### config.mk
export PLATFORM = sky130hd
export DESIGN_NAME = round_ctrl
export DESIGN_NICKNAME = d
export VERILOG_FILES = /design/src/rtl/round_pkg.sv /design/src/rtl/round_wdt.sv /design/src/rtl/round_ctrl.sv
export SDC_FILE = /design/constraint.sdc
export NUM_CORES = 1
export LEC_CHECK = 0
export CORE_AREA = 2 2 208 210
export CTS_CLUSTER_SIZE = 28
export DETAILED_ROUTE_END_ITERATION = 12
export DIE_AREA = 0 0 210 212
export GPL_ROUTABILITY_DRIVEN = 0
export SLEW_MARGIN = 10
export SYNTH_ARGS = -nofsm -noshare
export SYNTH_HDL_FRONTEND = slang
export SYNTH_SLANG_ARGS = --single-unit
### constraint.sdc
create_clock -name clk -period 3.8 [get_ports clk]
set_input_delay 0.76 -clock clk [delete_from_list [all_inputs] [get_ports clk]]
set_output_delay 0.76 -clock clk [all_outputs]
set_load 0.005 [all_outputs]
### src/rtl/round_pkg.sv
// Shared types and default constants for the round sequencer.
// The watchdog option is enabled with the ROUND_CTRL_TIMEOUT_EN macro.
package round_pkg;

  typedef enum logic [1:0] {
    IDLE,
    RUN,
    DONE
  } state_t;

  localparam int DATA_W_DEF      = 128;
  localparam int LAST_CNT        = 17;
  localparam int CNT_W           = 5;
  localparam int TIMEOUT_CYC_DEF = 32;

endpackage

### src/rtl/round_wdt.sv
// Watchdog for the round sequencer: counts RUN cycles since the last accept
// and flags when the limit is reached. Instantiated only with ROUND_CTRL_TIMEOUT_EN.
module round_wdt #(
  parameter int LIMIT = 32
) (
  input  logic clk,
  input  logic rst_n,
  input  logic clear,
  input  logic run,
  output logic expired
);

  logic [5:0] wdt;

  assign expired = run && (wdt == 6'(LIMIT - 1));

  always_ff @(posedge clk or negedge rst_n) begin
    if (!rst_n) begin
      wdt <= '0;
    end else if (clear) begin
      wdt <= '0;
    end else if (run && !expired) begin
      wdt <= wdt + 6'd1;
    end
  end

endmodule

### src/rtl/round_ctrl.sv
// Handshake front-end and sequencer for the iterative round datapath.
// Optional watchdog abort is compiled in with `define ROUND_CTRL_TIMEOUT_EN.
module round_ctrl
  import round_pkg::*;
#(
  parameter int DATA_W      = DATA_W_DEF,
  parameter int LAST_CNT    = round_pkg::LAST_CNT,
  parameter int TIMEOUT_CYC = TIMEOUT_CYC_DEF
) (
  input  logic              clk,
  input  logic              rst_n,
  input  logic              in_valid,
  output logic              in_ready,
  input  logic [DATA_W-1:0] in_data,
  output logic [DATA_W-1:0] blk_q,
  output logic              load,
  output logic              start,
  input  logic [CNT_W-1:0]  cnt,
  input  logic              cnt_end,
  output logic              round_en,
  output logic [CNT_W-1:0]  round_idx,
  input  logic [DATA_W-1:0] res_data,
  output logic              out_valid,
  input  logic              out_ready,
  output logic [DATA_W-1:0] out_data,
  output logic              err
);

  state_t state, state_next;
  logic   accept;
  logic   capture;
  logic   timeout;

  assign accept    = (state == IDLE) && in_valid;
  assign capture   = (state == RUN) && cnt_end;
  assign round_idx = cnt;

  always_ff @(posedge clk or negedge rst_n) begin
    if (!rst_n) begin
      state <= IDLE;
    end else begin
      state <= state_next;
    end
  end

  always_comb begin
    state_next = state;
    case (state)
      IDLE: if (in_valid) state_next = RUN;
      RUN: begin
        if (cnt_end) begin
          state_next = DONE;
        end else if (timeout) begin
          state_next = IDLE;
        end
      end
      DONE: if (out_ready) state_next = IDLE;
      default: state_next = IDLE;
    endcase
  end

  // start follows RUN directly so a reset drops it without waiting for an edge
  always_comb begin
    in_ready  = 1'b0;
    start     = 1'b0;
    out_valid = 1'b0;
    round_en  = 1'b0;
    case (state)
      IDLE: in_ready = 1'b1;
      RUN: begin
        start    = 1'b1;
        round_en = ~cnt_end;
      end
      DONE: out_valid = 1'b1;
      default: in_ready = 1'b0;
    endcase
  end

  always_ff @(posedge clk or negedge rst_n) begin
    if (!rst_n) begin
      blk_q    <= '0;
      load     <= 1'b0;
      out_data <= '0;
    end else begin
      load <= accept;
      if (accept) begin
        blk_q <= in_data;
      end
      if (capture) begin
        out_data <= res_data;
      end
    end
  end

`ifdef ROUND_CTRL_TIMEOUT_EN
  // Never let the watchdog fire before a healthy counter could finish
  localparam int WDT_LIMIT = (TIMEOUT_CYC > LAST_CNT) ? TIMEOUT_CYC : LAST_CNT + 1;

  logic wdt_hit;

  round_wdt #(
    .LIMIT(WDT_LIMIT)
  ) u_wdt (
    .clk    (clk),
    .rst_n  (rst_n),
    .clear  (accept),
    .run    (state == RUN),
    .expired(wdt_hit)
  );

  assign timeout = wdt_hit & ~cnt_end;

  always_ff @(posedge clk or negedge rst_n) begin
    if (!rst_n) begin
      err <= 1'b0;
    end else if (accept) begin
      err <= 1'b0;
    end else if (timeout) begin
      err <= 1'b1;
    end
  end
`else
  logic unused_cfg;

  assign unused_cfg = (TIMEOUT_CYC > LAST_CNT);
  assign timeout    = 1'b0;
  assign err        = 1'b0;
`endif

endmodule

==> summary.txt, run 1 <==
Routing
  • Routed WL per cell: 17.2 um
  • First DRT Iteration DRCs: approximately 190
  • DR vias/cell: 4.03
  • First-pass DRT Iterations: 4
  • Antenna-violating nets left: 0
  • DRC viols: 0
  • Vias post-DR: approximately 6700
  • Drt total wl: ~29000 um

Run status
  • Outcome: finished, final reports clean

GRT
  • Met3 usage: 0.0347
  • Grt met2 use: 0.225
  • Met1 usage: 0.134
  • Global-route wire length before repair: ~42000 um
  • Overflow after GRT: 0
  • Gr busiest metal: met2
  • Number of global-route vias before repair: 7304
  • Gr usage total: 0.122
  • Largest net degree at the start of global routing: roughly 110
  • Antenna violations before repair: 0

Finish
  • Multi-input logic area: roughly 3000 um^2
  • Nets: about 1400
  • Layout cells sized above 1: 0.283
  • Layout area overhead: 68.8%
  • Diode count: 0
  • Fillers: about 4000
  • Storage cell area: approximately 6500 um^2
  • Fin util: 0.388

Critical path
  • Most used cell, CP: nor2b_1
  • Worst path slowest cell: clkdlybuf4s50_1
  • Reg2reg setup slack: roughly 1.8 ns
  • Worst r2r dst: out_data[126]
  • R2R cell count: 3
  • CP Data Required Time: between 3 and 4 ns
  • Reg2reg start: state[1]
  • Crit-path max FO: 7
  • CP delay by family, top: buffers and inverters
  • Crit. End Element: output pin
  • WP buf/inv: 1
  • WS Path Type: reg2out
  • Startpoint Class: register
  • Arr. time, crit path: about 2.0 ns
  • Crit path largest cell delay: around 0.52 ns
  • CP Cell Sequence: nor2b_1 -> nor2b_1 -> clkdlybuf4s50_1

Synthesis
  • EDFF count, synth: 0
  • Yosys warning count: 0
  • Synth top area cells: dfrtp_1, mux2_2, buf_6
  • FFs w/ async S/R, synth: 1.00
  • #FFs+latches synth: between 200 and 300
  • Sequential cell area fraction in the yosys report: 0.663
  • Most frequent cell after synthesis: dfrtp_1
  • Syn_area_per_cell: ~17 um^2
  • Netlist Area Pre-Place: a little under 10000 um^2
  • Synth Net Count: 827
  • Synth top cells by count: dfrtp_1, mux2_2, buf_6
  • Yosys cell types: 14
  • Synth top area share: 0.663
  • Cells after synthesis: between 500 and 600
  • Post-synth top flop: dfrtp_1
  • Cell taking the most area after synthesis: dfrtp_1

Clock network
  • Resized cells post-CTS: 0
  • CTS Hold Buffers Added: 0
  • Root Buffer: clkbuf_16
  • H-tree depth: 1
  • CTS tree: built
  • Post-CTS Setup Inserts: 0
  • Clock Path Buffers: 3
  • Skew-Pair Late Insertion Delay: approximately 0.56 ns
  • Clock slew at reported path FFs: approximately 0.060 ns
  • Sink Count: between 200 and 300
  • Num CTS Buffers: 30

STA
  • Final hold vios: 0
  • Final setup margin: 1.07 ns
  • Min Tclk post-route: roughly 2.7 ns
  • Slew Limit Fails: 0
  • Fin Setup TNS: 0 ns
  • Worst-margin pin slew: about 0.9 ns
  • # setup viols final: 0
  • Slew headroom: 0.400
  • Clock Skew: 0.0116 ns
  • Unrepaired setup endpoints after global routing: no
  • Fmax: 366 MHz
  • Fin crit share: 0.719

Die
  • Core area: around 43000 um^2
  • Initial core utilization: 0.230
  • Die width: around 210 um
  • Ports: 533
  • Row Count: between 70 and 80
  • Die area: roughly 45000 um^2
  • Height of the chip: roughly 210 um

Run
  • Max-cap check violation count: 0

Placement
  • Dpl ws: 1.00 ns
  • PortBufs: around 520
  • DP HPWL: 21700 um

Worst hold path
  • Min-Delay Path Class: in2async

Pwr
  • Switching share of power: 0.266
  • Leakage: around 0.0067 uW
  • Switching power: 3570 uW
  • Logic pwr share: 0.425
  • P_int: a little under 10000 uW
  • Maximum vdd drop: between 400 and 500 uV
  • Clock share of power: 0.208
  • Pwr Density: between 800 and 900 nW/um^2
  • Seq pwr share: 0.367
## cells by family after synthesis
logic type             count (synthesis)  synth area share
flip-flops                           259             0.663
buffers and inverters                 35            0.0345
multiplexers                         256             0.295
AO/OA/AOI/OAI                          2           0.00102
AND/OR/NAND/NOR                        8           0.00563
other                                  1          0.000384
## layout by cell type (no fill, tap or decap), drive strengths merged
| master | instances |
|---|---|
| a21oi | 1 |
| buf | 17 |
| bufinv | 1 |
| clkbuf | 50 |
| clkdlybuf4s50 | 520 |
| clkinv | 4 |
| clkinvlp | 1 |
| conb | 1 |
| dfrtp | 259 |
| inv | 1 |
| mux2 | 256 |
| nand2b | 3 |
| nand3b | 1 |
| nor2 | 1 |
| nor2b | 2 |
| nor3b | 1 |
| o21ai | 1 |
## sequential cells by signal (all words and copies together), names as in the netlist
signal and count:
state 2, load 1, out_data 128, blk_q 128
## layer usage
layer / vias up / part of all wire
met5: - / 0
met4: 0 / 0.028
met3: 48 / 0.073
met2: 275 / 0.53
met1: 3331 / 0.37
li1: 3052 / -
## area by class of cell
type / count / share of cell area
multi-input cells: 267 / 0.179
inverters: 1 / 0.000228
repair buffers: 537 / 0.327
clock buffers: 50 / 0.0550
clock inverters: 6 / 0.00395
well taps: 546 / 0.0414
flip-flops and latches: 259 / 0.393
## stage by stage
stage | hold WS (ns) | power [uW] | area, um^2 | instances
after global routing | 0.350 | 14200 | 16500 | 1666
after floorplan | 0.464 | 7070 | 9770 | 561
after detailed placement | 0.492 | 10800 | 15500 | 1610
after global placement | 0.486 | 10700 | 15500 | 1610
after CTS | 0.321 | 13700 | 16500 | 1666
final | 0.282 | 13400 | 16500 | 1666
## worst max-delay path by stage
stage | depth (start not counted) | start | slack [ns] | to
floorplan | 4 | in_valid | 2.04 | blk_q[100]
CTS | 3 | state[0] | 1.02 | round_en
detailed placement | 4 | in_valid | 1.00 | blk_q[41]
global placement | 4 | in_valid | 1.05 | blk_q[19]
finish | 3 | state[0] | 1.07 | round_en
global route | 3 | state[0] | 0.93 | round_en
## power groups by stage
stage / Combinational [uW] / Clock [uW] / Sequential, uW
floorplan: 2060 / 0 / 5010
global placement: 5770 / 0 / 4930
detailed placement: 5820 / 0 / 4980
CTS: 5840 / 2910 / 4950
global route: 6100 / 3010 / 5120
finish: 5720 / 2800 / 4930
(Power assumes the default switching activity.)
==> inputs of run 2 (changes only) <==
CORE_AREA = 2 2 209 211   (was 2 2 208 210)
DIE_AREA = 0 0 211 213   (was 0 0 210 212)
clock period = 2.4 ns   (was 3.8 ns; I/O delays follow)
==> summary.txt, run 2 (same netlist as run 1, synthesis figures left out) <==
Finish
  • Layout area overhead: 69.9%
  • Storage cell area: 6480 um^2 (about the same)
  • Largest regs: blk_q (128), out_data (128), state (2)
  • Fillers: 4054 (-0.099%)
  • Diode count: 0 (unchanged)
  • Multi-input logic area: 2960 um^2 (unchanged)
  • Layout cells sized above 1: 0.295 (+0.0117)
  • Post-Layout Cell Count: 1676 (+0.60%)
  • Most frequent cells in the layout: clkdlybuf4s50_1, dfrtp_1, mux2_2
  • Most common cell after layout, fill and taps aside: clkdlybuf4s50_1
  • Final Cell Area: 16600 um^2 (+0.67%)
  • Nets: 1379 (+1.2%)

GRT
  • Number of global-route vias before repair: 7296 (-0.11%)
  • Antenna violations before repair: 0 (unchanged)
  • Global-route wire length before repair: 42900 um (+1.2%)
  • Largest net degree at the start of global routing: 56 (-50%)
  • Gr usage total: 0.123 (+0.000650)
  • Overflow after GRT: 0 (unchanged)

STA
  • # setup viols final: 0 (unchanged)
  • Fmax: about 440 MHz
  • Final hold vios: 0 (unchanged)
  • Unrepaired setup endpoints after global routing: no
  • Fin crit share: 0.949
  • Min Tclk post-route: 2.28 ns
  • Fin Setup TNS: 0 ns (unchanged)
  • Clock Skew: 0.0209 ns (+0.00928 ns)
  • Slew Limit Fails: 0 (unchanged)

Clock network
  • CTS tree: built
  • Sink Count: 259 (unchanged)
  • H-tree depth: 1 (unchanged)
  • Clock slew at reported path FFs: 0.06 ns (about the same)
  • Skew-Pair Late Insertion Delay: 0.55 ns (about the same)
  • Clock Path Buffers: 3 (unchanged)
  • Root Buffer: clkbuf_16
  • Num CTS Buffers: 29 (-3.3%)

Pwr
  • Leakage: 0.00678 uW (+1.1%)
  • Pwr Density: 1280 nW/um^2 (+57%)
  • Maximum vdd drop: 710 uV (+77%)

Placement
  • Dpl cells: 1624 (+0.87%)
  • DP HPWL: 22200 um (+2.2%)
  • PortBufs: 521 (unchanged)
  • Placed Area: 15700 um^2 (+1.1%)

Routing
  • Vias post-DR: 6794 (+1.3%)
  • DRC viols: 0 (unchanged)
  • DR vias/cell: 4.05 (+0.71%)
  • Drt total wl: 28800 um (+0.51%)
  • Routed WL per cell: 17.2 um (about the same)
  • First DRT Iteration DRCs: 251 (+34%)
  • Antenna-violating nets left: 0 (unchanged)
  • First-pass DRT Iterations: 3 (-1)

Critical path
  • CP Data Required Time: 1.92 ns (-1.12 ns)
  • WS Path Type: reg2out
  • Crit-path max FO: 6 (-1)
  • Startpoint Class: register
  • Crit. End Element: output pin
  • Arr. time, crit path: 1.80 ns (-0.17 ns)

Run
  • Max-cap check violation count: 0 (unchanged)

Worst hold path
  • Min-Delay Path Class: in2async

Die
  • Row Count: 76 (unchanged)
  • Height of the chip: 213 um (+0.47%)
  • Ports: 533 (unchanged)
  • Die width: 211 um (+0.48%)
  • Initial core utilization: 0.229 (-0.00102)
  • Core area: 42700 um^2 (+0.45%)
  • Die area: 44900 um^2 (+0.95%)

Run status
  • Outcome: finished, final reports clean
==> run 2: final cells by class <==
type,count,share of cell area
flip-flops and latches,259,0.391
repair buffers,555,0.337
multi-input cells,267,0.178
clock buffers,44,0.0513
well taps,546,0.0412
clock inverters,4,0.00166
inverters,1,0.000226
==> run 2: path summary, 6_finish.rpt <==
path | start | end | slack, ns | depth (start not counted)
min in group clk | out_ready | state[1] | 0.49 | 2
worst min register to register | out_data[113] | out_data[113] | 0.50 | 1
worst max-delay path | state[0] | round_en | 0.12 | 3
worst max register to register | state[0] | blk_q[101] | 0.56 | 5
worst min-delay path | rst_n | blk_q[66] | 0.46 | 2
max in group asynchronous | rst_n | out_data[21] | 1.26 | 3
==> run 2: critical path, cell delays in order (launching register included) <==
cell and delay (ns):
dfrtp_2 0.42, nor2b_1 0.17, nor2b_1 0.14, clkdlybuf4s50_1 0.51
==> run 2: what timing repair did <==
item | 4_1_cts | 5_1_grt
resized for setup | 2 | 0
endpoints found under the hold margin | 41 | 0
endpoints found under the setup margin | 1 | 1
gates cloned | 0 | 0
hold buffers | 1 | 0
buffers inserted | 0 | 3
==> run 2: through the flow <==
| stage | power (uW) | worst slack [ns] | util | hold WS [ns] |
|---|---|---|---|---|
| 2_1_floorplan | 11200 | 0.920 | - | 0.184 |
| 3_3_place_gp | 17100 | 0.208 | 0.367 | 0.448 |
| 3_5_place_dp | 17300 | 0.203 | 0.367 | 0.447 |
| 4_1_cts | 21600 | 0.0145 | 0.388 | 0.445 |
| 5_1_grt | 22500 | 0.0102 | 0.389 | 0.467 |
| 6_report | 21200 | 0.122 | 0.389 | 0.455 |
==> run 2: routing by layer <==
metal,up-vias,part of all wire,GRT usage
li1,3070,-,-
met2,263,0.51,0.214
met1,3410,0.39,0.144
met4,0,0.027,0.0440
met5,-,0,0
met3,51,0.075,0.0357
==> run 2: where the power goes <==
group / switching, uW / internal (uW)
Sequential: 1150 / 6630
Combinational: 2780 / 6490
Clock: 1720 / 2420
